**config.mk**
```make
export PLATFORM = sky130hd
export DESIGN_NAME = iob_cache_read_channel
export DESIGN_NICKNAME = d
export VERILOG_FILES = /design/src/rtl/iob_cache_read_channel.sv
export SDC_FILE = /design/constraint.sdc
export NUM_CORES = 1
export LEC_CHECK = 0
export BUFFER_PORTS_ARGS = -buffer_cell sky130_fd_sc_hd__buf_2
export CAP_MARGIN = 20
export CORE_MARGIN = 2
export CORE_UTILIZATION = 23
export DETAILED_ROUTE_END_ITERATION = 16
export PLACE_DENSITY = 0.81
export SYNTH_ARGS = -nofsm -noshare
export SYNTH_HDL_FRONTEND = slang
export SYNTH_SLANG_ARGS = --single-unit
```
**constraint.sdc**
```tcl
create_clock -name clk_i -period 1.3 [get_ports clk_i]
set_input_delay 0 -clock clk_i [delete_from_list [all_inputs] [get_ports clk_i]]
set_output_delay 0 -clock clk_i [all_outputs]
set_load 0.02 [all_outputs]
```
**src/rtl/iob_cache_read_channel.sv**
```systemverilog
// -----------------------------------------------------------------------------
// iob_cache_read_channel
//
// Cache line refill engine. On a miss the requester raises replace_valid_i with
// the line address on addr_i. The block then issues back-end read requests, one
// back-end word at a time, and streams each returned word into the cache line
// buffer through read_valid_o / read_addr_o / read_data_o. After the last word
// it spends one cycle in END before returning to IDLE.
//
// Ports
//   clk_i, reset_n_i      clock, asynchronous active-low reset
//   replace_valid_i       refill request (sampled in IDLE only)
//   addr_i                line address of the miss, held until replace_o falls
//   replace_o             refill in progress (state != IDLE)
//   read_valid_o          line buffer write enable (READ and be_ack_i)
//   read_addr_o           back-end word index within the line
//   read_data_o           refill data (be_rdata_i passed straight through)
//   be_addr_o             back-end byte address {addr_i, word_cnt, 0...}
//   be_valid_o            back-end read request (state == READ)
//   be_ack_i, be_rdata_i  back-end data valid and read data
// -----------------------------------------------------------------------------
module iob_cache_read_channel #(
  parameter int FE_ADDR_W     = 24,
  parameter int FE_DATA_W     = 32,
  parameter int BE_ADDR_W     = 24,
  parameter int BE_DATA_W     = 32,
  parameter int WORD_OFFSET_W = 2,
  localparam int BE_NBYTES_W  = $clog2(BE_DATA_W / 8),
  localparam int LINE2BE_W    = WORD_OFFSET_W - $clog2(BE_DATA_W / FE_DATA_W),
  localparam int RADDR_W      = (LINE2BE_W > 0) ? LINE2BE_W : 1
) (
  input  logic                                       clk_i,
  input  logic                                       reset_n_i,
  input  logic                                       replace_valid_i,
  input  logic [FE_ADDR_W-1:BE_NBYTES_W+LINE2BE_W]   addr_i,
  output logic                                       replace_o,
  output logic                                       read_valid_o,
  output logic [RADDR_W-1:0]                         read_addr_o,
  output logic [BE_DATA_W-1:0]                       read_data_o,
  output logic [BE_ADDR_W-1:0]                       be_addr_o,
  output logic                                       be_valid_o,
  input  logic                                       be_ack_i,
  input  logic [BE_DATA_W-1:0]                       be_rdata_i
);

  typedef enum logic [1:0] {
    IDLE = 2'd0,
    READ = 2'd1,
    END  = 2'd2
  } state_t;

  state_t              state_q, state_d;
  logic                last_word;
  logic [FE_ADDR_W-1:0] be_addr_full;

  // ---------------------------------------------------------------------------
  // State register
  // ---------------------------------------------------------------------------
  always_ff @(posedge clk_i or negedge reset_n_i) begin
    if (!reset_n_i) state_q <= IDLE;
    else            state_q <= state_d;
  end

  // ---------------------------------------------------------------------------
  // Next-state logic. Acks outside READ and requests outside IDLE are ignored.
  // ---------------------------------------------------------------------------
  always_comb begin
    state_d = state_q;
    case (state_q)
      IDLE:    if (replace_valid_i)       state_d = READ;
      READ:    if (be_ack_i && last_word) state_d = END;
      END:                                state_d = IDLE;
      default:                            state_d = IDLE;
    endcase
  end

  // ---------------------------------------------------------------------------
  // Word counter. With a back-end word as wide as the whole line there is
  // nothing to count: the line is a single word and the first ack finishes it.
  // ---------------------------------------------------------------------------
  generate
    if (LINE2BE_W > 0) begin : g_cnt
      logic [LINE2BE_W-1:0] word_cnt;

      always_ff @(posedge clk_i or negedge reset_n_i) begin
        if (!reset_n_i)
          word_cnt <= '0;
        else if (state_q == IDLE && replace_valid_i)
          word_cnt <= '0;
        else if (state_q == READ && be_ack_i)
          word_cnt <= word_cnt + LINE2BE_W'(1);   // wraps to 0 after last word
      end

      assign last_word    = &word_cnt;
      assign read_addr_o  = word_cnt;
      assign be_addr_full = {addr_i, word_cnt, {BE_NBYTES_W{1'b0}}};
    end else begin : g_nocnt
      assign last_word    = 1'b1;
      assign read_addr_o  = '0;
      assign be_addr_full = {addr_i, {BE_NBYTES_W{1'b0}}};
    end
  endgenerate

  // ---------------------------------------------------------------------------
  // Outputs
  // ---------------------------------------------------------------------------
  assign replace_o    = (state_q != IDLE);
  assign be_valid_o   = (state_q == READ);
  assign read_valid_o = (state_q == READ) && be_ack_i;
  assign read_data_o  = be_rdata_i;
  // Unsigned cast zero-extends or truncates to the back-end address width.
  assign be_addr_o    = BE_ADDR_W'(be_addr_full);

endmodule

```
-- After elaboration in Yosys (flattened, before gate mapping)
Index checks and enable logic that the tools add are counted.
- bits of input ports: 56
- logic and storage cells: 19
- flip-flop bits (word level): 4
- muxes and demuxes: 5
- reduce and logical (&&, ||, !) cells: 8
- eq/ne operators: 3
- add/subtract/negate cells: 1
- operators by type and width (kind ; count):
    2-to-1 mux 2 bit ; 4
    case mux 2 bit (2 select lines) ; 1
    AND reduction 2 bit ; 2
    nonzero test 2 bit ; 2
    logical AND 1 bit ; 3
    adder 2 x 1 -> 2 bit, second input constant ; 1
    == test 2 x 1 -> 1 bit, second input constant ; 1
    logical NOT 2 bit ; 1
    inequality test 2 x 1 -> 1 bit, second input constant ; 1
    inequality test 2 bit, second input constant ; 1

-- Longest topological paths before layout
Gate-level depths: netlist of run 1.
- depth in word-level cells: 4
- depth in mapped cells: 3
- mapped depth without buffers: 3

-- Worst setup path after synthesis of run 1
Ideal clock, no wire load.
- path kind: reg2reg
- start: register g_cnt.word_cnt[0] (netlist: read_addr_o[0])
- end: register g_cnt.word_cnt[1] (netlist: read_addr_o[1])
- period minus slack after synthesis: 1.334 ns
- arrival time: 1.210 ns
- data required time: 1.176 ns
- setup slack: -0.034 ns
- cell stages (with the launch flop): 4
- cells stage by stage: dfrtp_1 > ha_1 > and4b_2 > a211o_1
- word-level cells in the longest chain between the ends: 3
- RTL lines (what ; line ; text):
    start, declared ; 83 ; logic [LINE2BE_W-1:0] word_cnt;
    start signal, assigned ; 91 ; word_cnt <= word_cnt + LINE2BE_W'(1);
    adder 2 x 1 -> 2 bit ; 91 ;
    2-to-1 mux 2 bit ; 90 ; else if (state_q == READ && be_ack_i)
    2-to-1 mux 2 bit ; 88 ; else if (state_q == IDLE && replace_valid_i)
Every way passes these cells. The select of a mux whose other input is x is not followed.
A chain may end at the register's enable or synchronous reset.

-- Worst setup path after layout of run 1
- start: register g_cnt.word_cnt[1] (netlist: read_addr_o[1])
- end: register g_cnt.word_cnt[1] (netlist: read_addr_o[1])
Same word-level chain as after synthesis.

==> impl_results.md, run 1 <==
- WP buf/inv: 0
- DRC: 0
- Die ar.: 3206 sq um
- Post-Route WL: 784 um
- Maxcap violations: 0
- Critical path cell sequence: ha_1 -> and4b_2 -> a211o_1
- I/O Pins: 117
- Ant. Diodes: 0
- Longest Clk Path Bufs: 2
- Slew Viols, Final: 0
- Setup Buffers After CTS: 0
- Setup WS pre-CTS: 0.05152 ns
- RSZ-0062 raised after global routing: no
- Initial antenna violation count: 0
- Setup TNS: 0 ns
- Worst-path clk slew: 0.04 ns
- FFs w/ async S/R, synth: 100.0%
- Share of the synthesized area in the top cell type: 66.01%
- Vias: 270
- Vias per cell: 4.030
- IO Port Bufs: 10
- Gr ovfl total: 0
- Vert. Die Dim: 56.62 um
- Clock buffer count from CTS: 3
- Max VDD drop: 0.0007320 V
- Total Routing Usage GR: 5.291%
- Fillcell total: 313
- 1st-iter DRT viols: 7
- Layout cell share with drive strength beyond 1: 58.33%
- HPWL Detailed: 620.7 um
- Starting Density: 23.71%
- Power per Cell Area: 2479 nW/um^2
- Most common cell in the netlist: buf_4
- CP Capture Type: register
- Achievable frequency: 802.0 MHz
- First-pass GRT wire length: 1.179 mm
- Die W: 56.62 um
- WL/cell: 11.70 um
- Cell taking the most area after synthesis: buf_4
- Dpl cell area: 326.6 sq um
- HP Class: primary input to primary output
- Vias in the first global route: 265
- Req. time, crit path: 1.42 ns
- Status: finished, final reports clean
- Final hold violations: 0
- Crit-path max cell delay: 0.39 ns
- CP Class: register to register
- Cells after DPL: 62
- Post-synthesis sequential area ratio: 15.72%
- Yosys warns: 0
- Setup ws final: 0.05314 ns
- Critical path arrival: 1.36 ns
- Row count: 19
- Drt pass-1 iters: 4
- Slowest cell on the critical path: dfrtp_2
- Cts hold-fix bufs: 1
- Layout Cells excl Fill: 67
- Post-layout min period: 1.247 ns
- Static leakage: 0.1843 nW
- P&R area growth vs syn: -43.03%
- Mean post-synth cell area: 8.606 sq um
- CTS tree: built
- Pin count of the biggest net entering global routing: 9
- Commonest register cell after synthesis: dfrtp_1
- Setup Skew: 0.01091 ns
- Distinct cells, synth: 14
- Worst skew pair latency: 0.24 ns
- Post-route cell area: 362.8 sq um
- Crit path max-delay family: flip-flops
- Critical Path Source Type: register
- Sink Count: 4
- Largest cells by area after synthesis: buf_4, dfrtp_1, a211o_1
- Setup violators final: 0
- CTS root buf: clkbuf_4
- Final Wtd Congestion: 0.7414
- CTS resizes: 0
- Synth Cell Area: 636.9 sq um
- CTS H-tree depth: 1
- Synth top cells by count: buf_4, dfrtp_1, a211o_1, and3b_1
- Antenna Nets Post-Route: 0
- FF+latch count, synth: 4
- Number of synthesized flops with an enable pin: 0
- CP max FO: 2
- Core Box Area: 2686 sq um
- Final Cycle Share: 95.91%
- Gate Count Post-Synth: 74
- Nets: 94
==> path summary, 6_finish.rpt <==
kind / to / depth (start not counted) / from / slack (ns)
min reg2reg: state_q[0] / 1 / state_q[0] / 0.58
max: read_addr_o[1] / 3 / read_addr_o[1] / 0.05
min: read_data_o[1] / 0 / be_rdata_i[1] / 0.000007
min in group asynchronous: read_addr_o[0] / 2 / reset_n_i / 0.09
max reg2reg: read_addr_o[1] / 3 / read_addr_o[1] / 0.05
max in group asynchronous: state_q[1] / 2 / reset_n_i / 1.08
==> kinds of logic after synthesis <==
kind of cell / synth area share [%]
simple gates: 10.81
flops: 15.72
buf+inv: 66.01
compound gates: 4.913
fa+ha+maj: 1.964
other cells: 0.5888
==> worst register-to-register path, delay by kind of cell, from the launching register on <==
family	cells	cell delay [ns]
AO/OA/AOI/OAI	1	0.22
flip-flops	1	0.39
adder cells (fa/ha/maj)	1	0.28
AND/OR/NAND/NOR	1	0.23
==> layout by cell type (no fill, tap or decap), drive strengths merged <==
| cell type | Yosys | routed |
|---|---|---|
| and2b | 1 | 1 |
| a31oi | 1 | 1 |
| and2 | 1 | 1 |
| dfrtp | 4 | 4 |
| ha | 1 | 1 |
| clkbuf | 0 | 4 |
| buf | 56 | 12 |
| a211o | 2 | 2 |
| or2 | 1 | 1 |
| o21bai | 1 | 1 |
| dlygate4sd3 | 0 | 1 |
| and3 | 1 | 1 |
| conb | 1 | 2 |
| and3b | 2 | 2 |
| and4bb | 1 | 1 |
| and4b | 1 | 1 |
==> routing by layer <==
metal / vias to the layer above / global-route usage, % / wire (um)
met2: 31 / 6.478 / 317
li1: 103 / - / -
met4: 0 / 5.782 / 25
met3: 8 / 7.604 / 200
met5: - / 0 / 0
met1: 128 / 3.090 / 241
==> report_power, final <==
group	switching, W	internal [W]	total, W
registers	0.0000472	0.000182	0.000229
clock network	0.0000504	0.000115	0.000165
logic	0.000276	0.000229	0.000505
==> final cells by class <==
| cell class | count | area [sq um] | area share [%] |
|---|---|---|---|
| Tap cell | 31 | 38.79 | 10.69 |
| Multi-Input combinational cell | 15 | 120.1 | 33.10 |
| Clock buffer | 4 | 26.28 | 7.241 |
| Sequential cell | 4 | 102.6 | 28.28 |
| Timing Repair Buffer | 13 | 75.07 | 20.69 |
==> sequential cells by signal (all words and copies together), names as in the netlist <==
name / cells
read_addr_o: 2
state_q: 2
==> stage by stage <==
step           hold slack [ns]  total power, W  util [%]
2_1_floorplan          -0.2956       0.0008221         -
3_3_place_gp           -0.1952       0.0007179     12.16
3_5_place_dp           -0.1919       0.0007367     12.16
4_1_cts              0.0001367       0.0009131     13.51
5_1_grt             0.00003026       0.0009714     13.51
6_report           0.000007149       0.0008993     13.51
Power figures use the tool's default switching activity.
==> run 2: changes to the inputs <==
--- a/config.mk
+++ b/config.mk
@@ -5,12 +5,13 @@
 export SDC_FILE = /design/constraint.sdc
 export NUM_CORES = 1
 export LEC_CHECK = 0
+export ABC_AREA = 1
 export BUFFER_PORTS_ARGS = -buffer_cell sky130_fd_sc_hd__buf_2
 export CAP_MARGIN = 20
 export CORE_MARGIN = 2
 export CORE_UTILIZATION = 23
 export DETAILED_ROUTE_END_ITERATION = 16
-export PLACE_DENSITY = 0.81
+export PLACE_DENSITY = 0.82
 export SYNTH_ARGS = -nofsm -noshare
 export SYNTH_HDL_FRONTEND = slang
 export SYNTH_SLANG_ARGS = --single-unit
==> impl_results.md, run 2 <==
- Status: finished, final reports clean
- CTS root buf: clkbuf_4
- Die ar.: 3159 sq um (-1.5%)
- Setup TNS: 0 ns (unchanged)
- R2R depth: 3 (unchanged)
- Psw: 0.0003729 W (-0.16%)
- 1st-iter DRT viols: 2 (-5)
- Worst path depth: 4 (+1)
- Setup ws final: 0.2809 ns (+0.2277 ns)
- Mean post-synth cell area: 7.645 sq um (-11%)
- Ant. Diodes: 0 (unchanged)
- CP max FO: 3 (+1)
- Switching part of the total: 47.71% (+6.2 points)
- Post-Route WL: 841 um (+7.3%)
- Sink Count: 4 (unchanged)
- WP buf/inv: 3 (+3)
- Setup violators final: 0 (unchanged)
- Met1 wire length: 230 um (-4.6%)
- Power per Cell Area: 2366 nW/um^2 (-4.5%)
- Synth Cell Area: 626.9 sq um (-1.6%)
- Vert. Die Dim: 56.21 um (-0.73%)
- Most common cell in the netlist: buf_4
- Worst-path clk slew: 0.03 ns (about the same)
- CP Class: register to primary output
- Number of synthesized flops with an enable pin: 0 (unchanged)
- Crit path max-delay family: flip-flops
- Layout cell share with drive strength beyond 1: 36.59% (-22 points)
- Yosys warns: 0 (unchanged)
- Critical Path Source Type: register
- Longest Clk Path Bufs: 2 (unchanged)
- Critical R2R Launch: read_addr_o[0]
- Power Internal: 0.0004087 W (-22%)
- Worst Min Path Start: addr_i[19]
- Die W: 56.21 um (-0.73%)
- Clk pwr share: 19.9% (+1.5 points)
- CP Capture Type: primary output
- First-pass GRT wire length: 1.311 mm (+11%)
- Synth top cells by count: buf_4, inv_1, nand2_1
- Crit-path max cell delay: 0.36 ns (-0.03 ns)
- Drt pass-1 iters: 4 (unchanged)
- Pin count of the biggest net entering global routing: 6 (-3)
- Final hold violations: 0 (unchanged)
- Core Box Area: 2522 sq um (-6.1%)
- Nets: 100 (+6.4%)
- Comb power frac: 50.2% (-5.9 points)
- Distinct cells, synth: 13 (-1)
- Most frequent cells in the layout: buf_2, inv_1, nand2_1
- Hold path depth: 0 (unchanged)
- HPWL Detailed: 643 um (+3.6%)
- CTS H-tree depth: 1 (unchanged)
- Starting Density: 24.85% (+1.1 points)
- DRC: 0 (unchanged)
- Met2 wire len: 294 um (-7.3%)
- RSZ-0062 raised after global routing: no
- Vias: 266 (-1.5%)
- Sequential share of power: 29.9% (+4.4 points)
- Req. time, crit path: 1.30 ns (-0.12 ns)
- Antenna Nets Post-Route: 0 (unchanged)
- Most common cell after layout, fill and taps aside: buf_2
- Clock buffer count from CTS: 3 (unchanged)
- Max VDD drop: 0.0006434 V (-12%)
- Gr ovfl total: 0 (unchanged)
- Share of the synthesized area in the top cell type: 67.07% (+1.1 points)
- Total Routing Usage GR: 6.062% (+0.77 points)
- Post-layout min period: 1.019 ns (-0.2277 ns)
- I/O Pins: 117 (unchanged)
- Worst skew pair latency: 0.24 ns (about the same)
- Vias per cell: 3.746 (-7.0%)
- Setup WS pre-CTS: 0.3297 ns (+0.2782 ns)
- Cell taking the most area after synthesis: buf_4
- Largest cells by area after synthesis: buf_4, dfrtp_1, inv_1
- IO Port Bufs: 10 (unchanged)
- P&R area growth vs syn: -47.31%
- Setup Buffers After CTS: 0 (unchanged)
- Achievable frequency: 981.2 MHz (+22%)
- Critical path cell sequence: inv_1 -> nand3_2 -> clkinv_2 -> buf_2
- CTS tree: built
- Slowest cell on the critical path: dfrtp_1
- PnR Total Power: 0.0007816 W (-13%)
- Post-synthesis sequential area ratio: 15.97% (+0.25 points)
- Initial antenna violation count: 0 (unchanged)
- FF+latch count, synth: 4 (unchanged)
- Worst Setup SP: state_q[1]
- Row count: 18 (-1)
- Maxcap violations: 0 (unchanged)
- FFs w/ async S/R, synth: 100.0% (unchanged)
- Top Layer Used: met4
- Vias in the first global route: 281 (+6.0%)
- Final Wtd Congestion: 0.7007 (-5.5%)
- Final Cycle Share: 78.40% (-18 points)
- Slew Viols, Final: 0 (unchanged)
- WL met3: 185 um (-7.5%)
- HP Class: primary input to primary output
- Static leakage: 0.1828 nW (-0.81%)
- Critical path arrival: 1.02 ns (-0.34 ns)
- Commonest register cell after synthesis: dfrtp_1
- Reg2reg setup slack: 0.33 ns (+0.28 ns)
- WL/cell: 11.85 um (+1.2%)
- Setup Skew: 0.004787 ns (-0.006123 ns)
- Gate Count Post-Synth: 82 (+11%)
==> run 2: cell types whose count changed after synthesis, moves of 2 or more <==
cell | before | now
inv_1 | 0 | 6
nand2_1 | 0 | 6
a211o_1 | 2 | 0
and3b_1 | 2 | 0
nand3_1 | 0 | 2
==> run 2: repair_timing <==
item                       in CTS  in global routing
hold endpoints to repair        4                  0
hold buffers                    1                  0
gates resized for setup         0                  0
setup endpoints to repair       0                  0
==> run 2: logic make-up (layout without fill, tap and decap cells) <==
group / Yosys count / count (layout) / share of synthesized area [%]
buffers and inverters: 63 / 21 / 71.46
and+or+nand+nor: 12 / 12 / 9.181
DFF: 4 / 4 / 15.97
adders and majority gates: 1 / 1 / 1.996
other: 1 / 2 / 0.5982
AOI/OAI and AO/OA: 1 / 1 / 0.7976
==> run 2: layout make-up <==
class	instances	area [sq um]
clock buffers	3	22.52
fillers	298	2192
inverters	7	27.53
multi-input cells	16	82.58
flip-flops and latches	4	100.1
well taps	30	37.54
repair buffers	11	60.06
==> run 2: worst paths after layout <==
check / end
worst max-delay path: read_valid_o
worst min-delay path: be_addr_o[19]
worst max register to register: read_addr_o[1]
worst min register to register: read_addr_o[0]
max in group asynchronous: state_q[0]
min in group asynchronous: read_addr_o[0]
==> run 2: power groups by stage <==
stage	sequential, W	clock (W)	combinational [W]
2_1_floorplan	0.000254	0	0.000511
3_3_place_gp	0.000235	0	0.000397
3_5_place_dp	0.000236	0	0.000395
4_1_cts	0.000235	0.000167	0.000399
5_1_grt	0.000245	0.000177	0.000439
6_report	0.000234	0.000156	0.000393
==> run 2: per-layer routing <==
metal | track usage (%) | vias to the layer above
met3 | 5.116 | 20
met4 | 12.24 | 0
met5 | 0 | -
met2 | 6.218 | 28
li1 | - | 108
met1 | 4.444 | 110
==> run 2: worst reg2reg max path: cells and delay by family, from the launching register on <==
kind / cells / cell delay, ns
adder cells (fa/ha/maj): 1 / 0.32
AND/OR/NAND/NOR: 2 / 0.12
flip-flops: 1 / 0.43
==> run 2: through the flow <==
| step | util [%] | hold WS [ns] | std cells | instance area, sq um |
|---|---|---|---|---|
| 6_report | 13.10 | 0.000008833 | 71 | 330.3 |
| 5_1_grt | 13.10 | 0.00003020 | 71 | 330.3 |
| 4_1_cts | 13.10 | 0.0001367 | 71 | 330.3 |
| 3_5_place_dp | 11.81 | -0.1891 | 67 | 297.8 |
| 3_3_place_gp | 11.81 | -0.1889 | 67 | 297.8 |
| 2_1_floorplan | - | -0.2956 | 83 | 630.6 |
